`config.mk`:
```
export PLATFORM = sky130hd
export DESIGN_NAME = iir_decim_out
export DESIGN_NICKNAME = d
export VERILOG_FILES = /design/src/rtl/iir_pkg.sv /design/src/rtl/iir_sync_fifo.sv /design/src/rtl/iir_decim_out.sv
export SDC_FILE = /design/constraint.sdc
export NUM_CORES = 1
export LEC_CHECK = 0
export CAP_MARGIN = 20
export CORE_MARGIN = 10
export CORE_UTILIZATION = 61
export DETAILED_ROUTE_END_ITERATION = 10
export PLACE_DENSITY = 0.84
export SYNTH_ARGS = -nofsm -noshare
export SYNTH_HDL_FRONTEND = slang
export SYNTH_SLANG_ARGS = --single-unit
```
`constraint.sdc`:
```
create_clock -name clk -period 6.7 [get_ports clk]
set_clock_uncertainty 0.1 [all_clocks]
set_input_delay 1.675 -clock clk [delete_from_list [all_inputs] [get_ports clk]]
set_output_delay 1.675 -clock clk [all_outputs]
set_load 0.05 [all_outputs]
```
`src/rtl/iir_pkg.sv`:
```
// rtl/iir_pkg.sv - shared constants and round/saturate helper for the IIR filter chain
package iir_pkg;

    localparam int DEFAULT_BITWIDTH = 32;
    localparam int DEFAULT_FAC      = 20;

    // value must already carry the half-LSB offset (2^(fac-1)); this drops the
    // fraction bits with an arithmetic shift and clamps to a signed out_width range
    function automatic logic signed [63:0] round_sat(
        input logic signed [63:0] value,
        input int                 fac,
        input int                 out_width
    );
        logic signed [63:0] q;
        logic signed [63:0] hi;
        logic signed [63:0] lo;
        q  = value >>> fac;
        hi = (64'sd1 <<< (out_width - 1)) - 64'sd1;
        lo = -(64'sd1 <<< (out_width - 1));
        if (q > hi) begin
            return hi;
        end else if (q < lo) begin
            return lo;
        end
        return q;
    endfunction

endpackage

```
`src/rtl/iir_sync_fifo.sv`:
```
// rtl/iir_sync_fifo.sv - synchronous FIFO with level count and combinational head
module iir_sync_fifo import iir_pkg::*; #(
    parameter int WIDTH = 16,
    parameter int DEPTH = 8
) (
    input  logic                     clk,
    input  logic                     rst,
    input  logic                     push,
    input  logic [WIDTH-1:0]         din,
    input  logic                     pop,
    output logic [WIDTH-1:0]         dout,
    output logic                     empty,
    output logic                     full,
    output logic [$clog2(DEPTH):0]   level
);

    localparam int AW = $clog2(DEPTH);
    localparam int LW = AW + 1;

    logic [WIDTH-1:0] mem [DEPTH];
    logic [AW-1:0]    wr_ptr;
    logic [AW-1:0]    rd_ptr;
    logic             do_push;
    logic             do_pop;

    assign full    = (level == LW'(DEPTH));
    assign empty   = (level == '0);
    assign do_pop  = pop && !empty;
    // a full FIFO can still take a write when the head leaves in the same cycle
    assign do_push = push && (!full || do_pop);
    // no bypass: an empty FIFO shows zero even while a push is landing
    assign dout    = empty ? '0 : mem[rd_ptr];

    // storage write; the array needs no reset since empty masks stale entries
    always_ff @(posedge clk) begin
        if (do_push) begin
            mem[wr_ptr] <= din;
        end
    end

    // pointer and occupancy bookkeeping
    always_ff @(posedge clk or negedge rst) begin
        if (!rst) begin
            wr_ptr <= '0;
            rd_ptr <= '0;
            level  <= '0;
        end else begin
            if (do_push) begin
                wr_ptr <= wr_ptr + 1'b1;
            end
            if (do_pop) begin
                rd_ptr <= rd_ptr + 1'b1;
            end
            case ({do_push, do_pop})
                2'b10:   level <= level + 1'b1;
                2'b01:   level <= level - 1'b1;
                default: level <= level;
            endcase
        end
    end

endmodule

```
`src/rtl/iir_decim_out.sv`:
```
// rtl/iir_decim_out.sv - decimate, round, saturate and queue the IIR filter output
module iir_decim_out import iir_pkg::*; #(
    parameter int BITWIDTH  = DEFAULT_BITWIDTH,
    parameter int FAC       = DEFAULT_FAC,
    parameter int OUT_WIDTH = 16,
    parameter int DECIM     = 4,
    parameter int DEPTH     = 8
) (
    input  logic                        clk,
    input  logic                        rst,
    input  logic signed [BITWIDTH-1:0]  x,
    input  logic                        x_valid,
    output logic [OUT_WIDTH-1:0]        out_data,
    output logic                        out_valid,
    input  logic                        out_ready,
    output logic [$clog2(DEPTH):0]      level,
    output logic                        sat,
    output logic                        ovf,
    input  logic                        flag_clr
);

    localparam int                      CW       = (DECIM > 1) ? $clog2(DECIM) : 1;
    localparam logic [CW-1:0]           CNT_LAST = CW'(DECIM - 1);
    localparam logic signed [BITWIDTH:0] HALF    = (BITWIDTH + 1)'(1) << (FAC - 1);

    logic [CW-1:0]              cnt;
    logic                       keep;
    logic signed [BITWIDTH:0]   sum1;
    logic                       v1;
    logic signed [63:0]         sum_ext;
    logic signed [63:0]         q_shift;
    logic signed [63:0]         q_clamp;
    logic                       clip;
    logic [OUT_WIDTH-1:0]       q2;
    logic                       v2;
    logic                       clip2;
    logic                       fifo_empty;
    logic                       fifo_full;
    logic                       pop;
    logic                       push;

    assign keep      = x_valid && (cnt == CNT_LAST);
    assign out_valid = !fifo_empty;
    assign pop       = out_valid && out_ready;
    assign push      = v2 && (!fifo_full || pop);

    // decimation counter: counts accepted samples, wraps on the kept one
    always_ff @(posedge clk or negedge rst) begin
        if (!rst) begin
            cnt <= '0;
        end else if (x_valid) begin
            cnt <= keep ? '0 : cnt + 1'b1;
        end
    end

    // S1: add the half-LSB in one extra bit so the positive limit cannot wrap
    always_ff @(posedge clk or negedge rst) begin
        if (!rst) begin
            sum1 <= '0;
            v1   <= 1'b0;
        end else begin
            v1 <= keep;
            if (keep) begin
                sum1 <= $signed({x[BITWIDTH-1], x}) + HALF;
            end
        end
    end

    // shift and clamp; clip marks a sample whose value was altered by the clamp
    always_comb begin
        sum_ext = 64'(sum1);
        q_shift = sum_ext >>> FAC;
        q_clamp = round_sat(sum_ext, FAC, OUT_WIDTH);
        clip    = (q_clamp != q_shift);
    end

    // S2: register the converted sample ahead of the FIFO
    always_ff @(posedge clk or negedge rst) begin
        if (!rst) begin
            q2    <= '0;
            v2    <= 1'b0;
            clip2 <= 1'b0;
        end else begin
            v2    <= v1;
            clip2 <= clip;
            if (v1) begin
                q2 <= q_clamp[OUT_WIDTH-1:0];
            end
        end
    end

    // sticky flags; a set event in the same cycle as flag_clr takes priority
    always_ff @(posedge clk or negedge rst) begin
        if (!rst) begin
            sat <= 1'b0;
            ovf <= 1'b0;
        end else begin
            if (flag_clr) begin
                sat <= 1'b0;
                ovf <= 1'b0;
            end
            if (v2 && clip2) begin
                sat <= 1'b1;
            end
            if (v2 && fifo_full && !pop) begin
                ovf <= 1'b1;
            end
        end
    end

    iir_sync_fifo #(
        .WIDTH (OUT_WIDTH),
        .DEPTH (DEPTH)
    ) u_fifo (
        .clk   (clk),
        .rst   (rst),
        .push  (push),
        .din   (q2),
        .pop   (pop),
        .dout  (out_data),
        .empty (fifo_empty),
        .full  (fifo_full),
        .level (level)
    );

endmodule

```
==> run summary, run 1 <==
Status = completed
Largest stage delay, worst path = 1.00 ns
Part of the cycle the worst path needs = 74.0%
Synth area leader = edfxtp_1
CP Launch Type = flip-flop
Root Driver = clkbuf_8
WP buf/inv = 1
Top Family by Delay on Critical Path = flip-flops
Fin cells = 563
VDD IR max = 293 uV
DRC errors left = 0
Placed cell area = 6900 um2
Post CTS Setup Buffer Count = 0
HP Class = reg -> reg
Period minus WS final = 4.96 ns
CTS H-tree lvls = 4
Vias post-DR = 3251
Yosys warns = 0
Top post-synthesis cells by area = edfxtp_1 (53%), dfrtp_1 (17%), mux4_2 (10%), mux2_2 (2.8%), mux2i_1 (2.4%)
Worst slew margin = 33.2%
Syn Area/Cell = 17.4 um2
Most common cell after layout, fill and taps aside = edfxtp_1
Share of cells above drive strength 1 = 22.0%
Worst-skew pair later-pin latency = 0.52 ns
Post-DRT Antenna Nets = 0
Leak pwr = 2.71 nW
Die height = 122 um
Most frequent cells in the layout = edfxtp_1 (112), dfrtp_1 (43), clkdlybuf4s50_1 (39)
First-pass GRT wire length = 18.9 mm
Die area = 14900 um2
Mapped Area = 6330 um2
Slowest-stage cell, CP = dfrtp_2
WL final = 11.8 mm
Die width = 122 um
Critical-path cell list = mux4_2 > mux2i_1 > nor2_1 > clkdlybuf4s50_1
1st-pass router iterations = 4
Gpl congestion = 0.710
Ports = 60
# fillers = 607
RSZ-0062 raised after global routing = no
Clock buffer depth = 2
Syn Nets = 408
Worst endpoint required time = 4.93 ns
Dpl cells = 531
Overflow after GRT = 0
Final nets = 458
Max Fclk = 202 MHz
Number of synthesized register bits = 156
Hold WS = 0.376 ns
Post-synth cell types = 37
Vias in the first global route = 3523
Max-slew violations = 0
Worst-path fanout max = 30
Antenna violations before repair = 0
Clk sinks = 156
Cells after Synth = 364
Total negative slack = 0 ns
Area grow syn2layout = 18.3%
Setup violators final = 0
Measured slew at the worst slew-check pin = 0.995 ns
PwrDens = 491 nW/um2
Hold-fix buffers, CTS = 0
GRT Overall Usage = 17.0%
Num CTS Buffers = 17
Initial Utilization = 61.9%
Crit end category = output pin
Initial DRC count = 247
Crit Path Class = reg -> out
Cts repair resizes = 0
CTS tree = done
Endpoints failing hold = 0
Maximum Capacitance Violations = 0
Hpwl dp = 6.96 mm
ANT cells = 0
Row cnt = 37
Largest net degree at the start of global routing = 45
Clk pin slew, worst setup/hold paths = 0.06 ns
Core Box Area = 10200 um2
Synth top area share = 53.1%
Post-synthesis sequential area ratio = 70.5%
Crit path DAT = 3.19 ns
Finished layout cell area = 7490 um2
Via/cell ratio = 5.77
Buffers on Ports = 40
WL per Instance = 20.9 um
## routing by layer
layer | vias up | part of all wire (%) | GRT usage [%] | routed length, um
met5 | - | 0 | 0 | 0
met2 | 111 | 51 | 28.2 | 6060
met4 | 0 | 1.1 | 6.86 | 125
met3 | 7 | 7.1 | 4.67 | 835
met1 | 1641 | 40 | 20.7 | 4750
li1 | 1492 | - | - | -
## synth_stat cells
cell type  number
mux2_4          1
mux2i_1        15
o31ai_1         2
and2_4          1
a21oi_1         1
o21ai_0        10
nor4b_1         1
nand2b_1        4
and4_1          2
mux2_2         16
nand3_1         4
xor2_1         11
or2_1           1
nor2b_1         1
nor3_1          7
edfxtp_1      112
conb_1          1
mux4_2         28
buf_6           1
inv_1           7
o21ai_1         8
nor2_1         20
buf_4           4
nand4b_1        1
nor4_4          1
nand4_1         2
o41ai_4         1
inv_2           1
clkbuf_1        9
buf_2           4
and3_1          1
dfrtp_1        44
nor4bb_1        1
ha_1            7
xnor2_1         9
nor4_1          2
nand2_1        23
## final cells by class
type,instances,area [um2],area share (%)
clock buffer,22,497,6.63
inverter,8,30.0,0.401
sequential,156,4470,59.6
clock inverter,10,98.8,1.32
timing repair buffer,49,463,6.18
tap,136,170,2.27
multi-input combinational,182,1770,23.6
## report_power, final
group | total (mW) | leakage, nW | switching [mW] | internal (mW)
sequential | 1.55 | 1.57 | 0.276 | 1.28
clock | 0.939 | 0.294 | 0.375 | 0.564
combinational | 1.18 | 0.849 | 0.670 | 0.515
## tightest hold or removal path, stage by stage (launching register included)
cell     delay, ns
dfrtp_1       0.32
nand2_1       0.04
o21ai_0       0.07
## registers in the layout, summed over array words and instances, names as in the netlist
signal         count
sum1              13
u_fifo.wr_ptr      3
v2                 1
u_fifo.rd_ptr      3
ovf                1
sat                1
v1                 1
u_fifo.level       4
q2                14
u_fifo.mem       112
clip2              1
cnt                2
## through the flow
stage	setup WS [ns]	total power [mW]	util, %
global placement	2.21	2.71	67.4
floorplan	2.55	2.38	-
finish	1.74	3.68	73.2
global route	1.49	3.85	73.2
CTS	1.63	3.72	73.2
detailed placement	2.18	2.76	67.4
## cell families after synthesis
group / after synthesis / synth area share (%)
compound gates: 22 / 2.17
simple gates: 72 / 5.69
mux: 60 / 15.4
xor+xnor: 20 / 2.77
buf+inv: 26 / 1.98
flops: 156 / 70.5
other cells: 1 / 0.0592
fa+ha+maj: 7 / 1.38
## worst paths after layout
kind | start | to | slack (ns) | depth (start not counted)
setup reg to reg | u_fifo.level[0] | u_fifo.level[2] | 3.59 | 10
max in group asynchronous | rst | u_fifo.rd_ptr[0] | 4.66 | 1
hold reg to reg | clip2 | sat | 0.38 | 2
setup / recovery | u_fifo.rd_ptr[0] | out_data[7] | 1.74 | 4
min in group asynchronous | rst | clip2 | 1.20 | 1
hold / removal | clip2 | sat | 0.38 | 2
Power figures use the tool's default switching activity.
==> run 2, diff against run 1 <==
Settings changed: CORE_UTILIZATION 61 to 51, PLACE_DENSITY 0.84 to 0.75.
Clock period 6.7 ns to 4.34 ns, I/O delays scaled along.
==> run summary, run 2 (same netlist as run 1, synthesis figures left out) <==
Status = completed
Worst slew margin = 55.8%
Final nets = 464
Crit end category = output pin
Core Box Area = 12100 um2
Most common cell after layout, fill and taps aside = edfxtp_1
Clk sinks = 156
Vias in the first global route = 3437
Reg with most FFs = u_fifo.mem
Cts repair resizes = 0
Worst endpoint required time = 3.15 ns
Share of cells above drive strength 1 = 23.1%
Critical Path Start = u_fifo.rd_ptr[0]
Reg2reg start = u_fifo.level[0]
Via/cell ratio = 5.44
Post CTS Setup Buffer Count = 0
ANT cells = 0
Max-slew violations = 0
Endpoints failing hold = 0
Largest net degree at the start of global routing = 45
Maximum Capacitance Violations = 0
Period minus WS final = 4.02 ns
Die area = 17300 um2
Gpl congestion = 0.704
Crit Path Class = reg -> out
Clk pin slew, worst setup/hold paths = 0.06 ns
Clock buffer depth = 2
Leak pwr = 2.77 nW
VDD IR max = 309 uV
Part of the cycle the worst path needs = 92.7%
Largest registers = u_fifo.mem x112, q2 x14, sum1 x13
Vias post-DR = 3272
Measured slew at the worst slew-check pin = 0.662 ns
Most frequent cells in the layout = edfxtp_1 (112), dfrtp_1 (43), clkdlybuf4s50_1 (39)
WL final = 11.7 mm
Worst-path fanout max = 14
CP Launch Type = flip-flop
Setup violators final = 0
Area grow syn2layout = 21.0%
R2R Setup Slk = 1.63 ns
Post-DRT Antenna Nets = 0
Antenna violations before repair = 0
Hpwl dp = 7.19 mm
Largest stage delay, worst path = 0.72 ns
1st-pass router iterations = 6
HP Class = reg -> reg
Slowest-stage cell, CP = clkdlybuf4s50_1
Num CTS Buffers = 17
First-pass GRT wire length = 18.7 mm
Total negative slack = 0 ns
WP buf/inv = 2
Path length in cells of the critical path = 5
Crit path DAT = 2.84 ns
Buffers on Ports = 40
# fillers = 848
Root Driver = clkbuf_16
Max FFs per register = 112
Max Fclk = 249 MHz
R2r endpoint = u_fifo.level[2]
Overflow after GRT = 0
Final core occ = 63.5%
Initial Utilization = 52.5%
Die width = 131 um
Critical-path cell list = buf_4 > mux4_2 > mux2i_1 > nor2_1 > clkdlybuf4s50_1
Worst-skew pair later-pin latency = 0.41 ns
Top Family by Delay on Critical Path = buffers and inverters
CTS H-tree lvls = 4
Hold-fix buffers, CTS = 0
RSZ-0062 raised after global routing = no
Die height = 131 um
DRC errors left = 0
Initial DRC count = 285
CTS tree = done
WL per Instance = 19.5 um
Ports = 60
Reg2Reg Depth = 11
Crit path to = out_data[13]
Row cnt = 40
GRT Overall Usage = 14.0%
PwrDens = 771 nW/um2
==> run 2: layout make-up <==
class	instances	area, um2	area share, %
timing repair buffer	55	520	6.79
clock inverter	14	239	3.12
clock buffer	18	429	5.60
tap	168	210	2.74
sequential	156	4470	58.3
multi-input combinational	182	1770	23.1
inverter	8	30.0	0.392
==> run 2: metrics by stage <==
step	worst slack [ns]	hold WS [ns]	std cells	instance area, um2	power [mW]
global route	0.118	0.413	601	7660	6.18
CTS	0.241	0.388	600	7640	5.97
finish	0.316	0.382	601	7660	5.91
floorplan	0.784	0.252	364	6330	3.68
global placement	0.710	0.349	568	6970	4.23
detailed placement	0.689	0.365	568	6970	4.30
==> run 2: layer usage <==
layer  global-route usage (%)  routed length, um  vias up
li1                         -                  -     1502
met1                     17.1               4970     1679
met2                     23.3               6030       81
met3                     3.62                551       10
met4                     5.32                145        0
met5                        0                  0        -
==> run 2: worst min-delay path: cells and delay by family, from the launching register on <==
kind | cells | cell delay [ns]
DFF | 1 | 0.34
AOI/OAI and AO/OA | 1 | 0.06
and+or+nand+nor | 1 | 0.05
==> run 2: worst min-delay path by stage <==
stage	from	end	slack, ns	depth (start not counted)
2_1_floorplan	v1	v2	0.25	0
3_3_place_gp	clip2	sat	0.35	2
3_5_place_dp	clip2	sat	0.36	2
4_1_cts	sum1[26]	sum1[26]	0.39	2
5_1_grt	sum1[25]	sum1[25]	0.41	2
6_report	sum1[26]	sum1[26]	0.38	2
==> run 2: where the power goes <==
part           internal, mW  switching (mW)  total, mW  leakage [nW]
logic                 0.820            1.09       1.91         0.883
registers              1.98           0.359       2.33          1.57
clock network          1.08           0.573       1.66         0.321
total                  3.88            2.03       5.91          2.77
==> run 3, diff against run 2 <==
Settings changed: CORE_UTILIZATION 51 to 35, PLACE_DENSITY 0.75 to default, TNS_END_PERCENT from default to 50.
==> run summary, run 3 (same netlist as run 1, synthesis figures left out) <==
Reg2Reg Depth = 11
Gpl congestion = 0.745
Worst endpoint required time = 3.15 ns
Ports = 60
Setup WS post-layout = 0.477 ns
Reg2reg start = u_fifo.level[1]
Post CTS Setup Buffer Count = 0
Max FFs per register = 112
DRC errors left = 0
Worst Hold Path EP = sat
Crit Path Class = reg -> out
Core Box Area = 17900 um2
Final nets = 464
First-pass GRT wire length = 18.8 mm
Leak pwr = 2.76 nW
Most common cell after layout, fill and taps aside = edfxtp_1
Root Driver = clkbuf_16
ANT cells = 0
Vias in the first global route = 3419
Total negative slack = 0 ns
Overflow after GRT = 0
Buffers on Ports = 40
Setup violators final = 0
# fillers = 1595
Max-slew violations = 0
Period minus WS final = 3.86 ns
Largest net degree at the start of global routing = 45
R2r endpoint = u_fifo.level[2]
Fin cells = 662
Die width = 154 um
Endpoints failing hold = 0
Most frequent cells in the layout = edfxtp_1 (112), dfrtp_1 (43), clkdlybuf4s50_1 (39)
Pre-CTS setup slack = 0.829 ns
Cts repair resizes = 0
Clk pin slew, worst setup/hold paths = 0.06 ns
Part of the cycle the worst path needs = 89.0%
Worst-path fanout max = 18
Crit path DAT = 2.68 ns
WL per Instance = 17.3 um
Min-Delay Path Depth = 2
Placed cell area = 7090 um2
Num CTS Buffers = 17
1st-pass router iterations = 4
Hpwl dp = 7.30 mm
Vias post-DR = 3154
PwrDens = 739 nW/um2
Dpl cells = 629
Status = completed
CTS tree = done
Maximum Capacitance Violations = 0
Clock buffer depth = 2
Min-delay src = clip2
Via/cell ratio = 4.76
Finished layout cell area = 7680 um2
Initial Utilization = 35.4%
Max Fclk = 259 MHz
Row cnt = 49
R2R Setup Slk = 1.67 ns
Clk sinks = 156
Worst-skew pair later-pin latency = 0.42 ns
Die height = 154 um
CTS H-tree lvls = 4
Antenna violations before repair = 0
Area grow syn2layout = 21.3%
RSZ-0062 raised after global routing = no
HP Class = reg -> reg
VDD IR max = 417 uV
Reg with most FFs = u_fifo.mem
Critical Path Start = u_fifo.rd_ptr[1]
Measured slew at the worst slew-check pin = 0.644 ns
WL final = 11.5 mm
Worst slew margin = 57.0%
Total power = 5.67 mW
Initial DRC count = 204
Share of cells above drive strength 1 = 23.6%
Crit end category = output pin
Largest registers = u_fifo.mem x112, q2 x14, sum1 x13
Die area = 23900 um2
GRT Overall Usage = 10.2%
Post-DRT Antenna Nets = 0
CP Launch Type = flip-flop
Hold-fix buffers, CTS = 0
==> run 3: cell count changes in the layout (fill, tap and decap cells not counted), moves of 2 or more <==
cell,delta
bufinv_16,-6
inv_4,+3
nor3_2,-3
nor3_4,+3
buf_12,+2
buf_4,-2
clkinv_1,-2
inv_8,+2
==> run 3: area by class of cell <==
cell class / count / area [um2] / share of cell area (%)
well taps: 229 / 287 / 3.73
clock inverters: 12 / 97.6 / 1.27
repair buffers: 55 / 546 / 7.10
multi-input cells: 182 / 1790 / 23.3
flip-flops and latches: 156 / 4470 / 58.2
clock buffers: 20 / 468 / 6.09
inverters: 8 / 30.0 / 0.391
==> run 3: worst max-delay path by stage <==
| stage | endpoint | depth (start not counted) |
|---|---|---|
| 2_1_floorplan | out_data[13] | 5 |
| 3_3_place_gp | out_data[3] | 5 |
| 3_5_place_dp | u_fifo.level[2] | 11 |
| 4_1_cts | out_data[3] | 5 |
| 5_1_grt | out_data[3] | 5 |
| 6_report | out_data[13] | 5 |
==> run 3: report_power, final <==
| group | internal (mW) | switching, mW | leakage (nW) |
|---|---|---|---|
| clock | 0.797 | 0.606 | 0.282 |
| combinational | 0.841 | 1.13 | 0.915 |
| sequential | 1.98 | 0.329 | 1.57 |
==> run 3: worst max-delay path, cell delays in order, from the launching register on <==
cell and delay (ns):
dfrtp_1 0.75, buf_12 0.25, mux4_2 0.20, mux2i_1 0.06, nor2_1 0.16, clkdlybuf4s50_1 0.84
==> run 3: routing by layer <==
metal / global-route usage [%] / up-vias / part of all wire [%]
met4: 4.45 / 0 / 1.2
met5: 0 / - / 0
li1: - / 1496 / -
met3: 2.83 / 10 / 3.7
met2: 17.3 / 48 / 52
met1: 11.9 / 1600 / 43
==> run 3: through the flow <==
| step | util, % | hold slack (ns) |
|---|---|---|
| final | 42.9 | 0.366 |
| after global placement | 39.6 | 0.350 |
| after global routing | 42.9 | 0.368 |
| after detailed placement | 39.6 | 0.356 |
| after CTS | 42.8 | 0.373 |
| after floorplan | - | 0.252 |
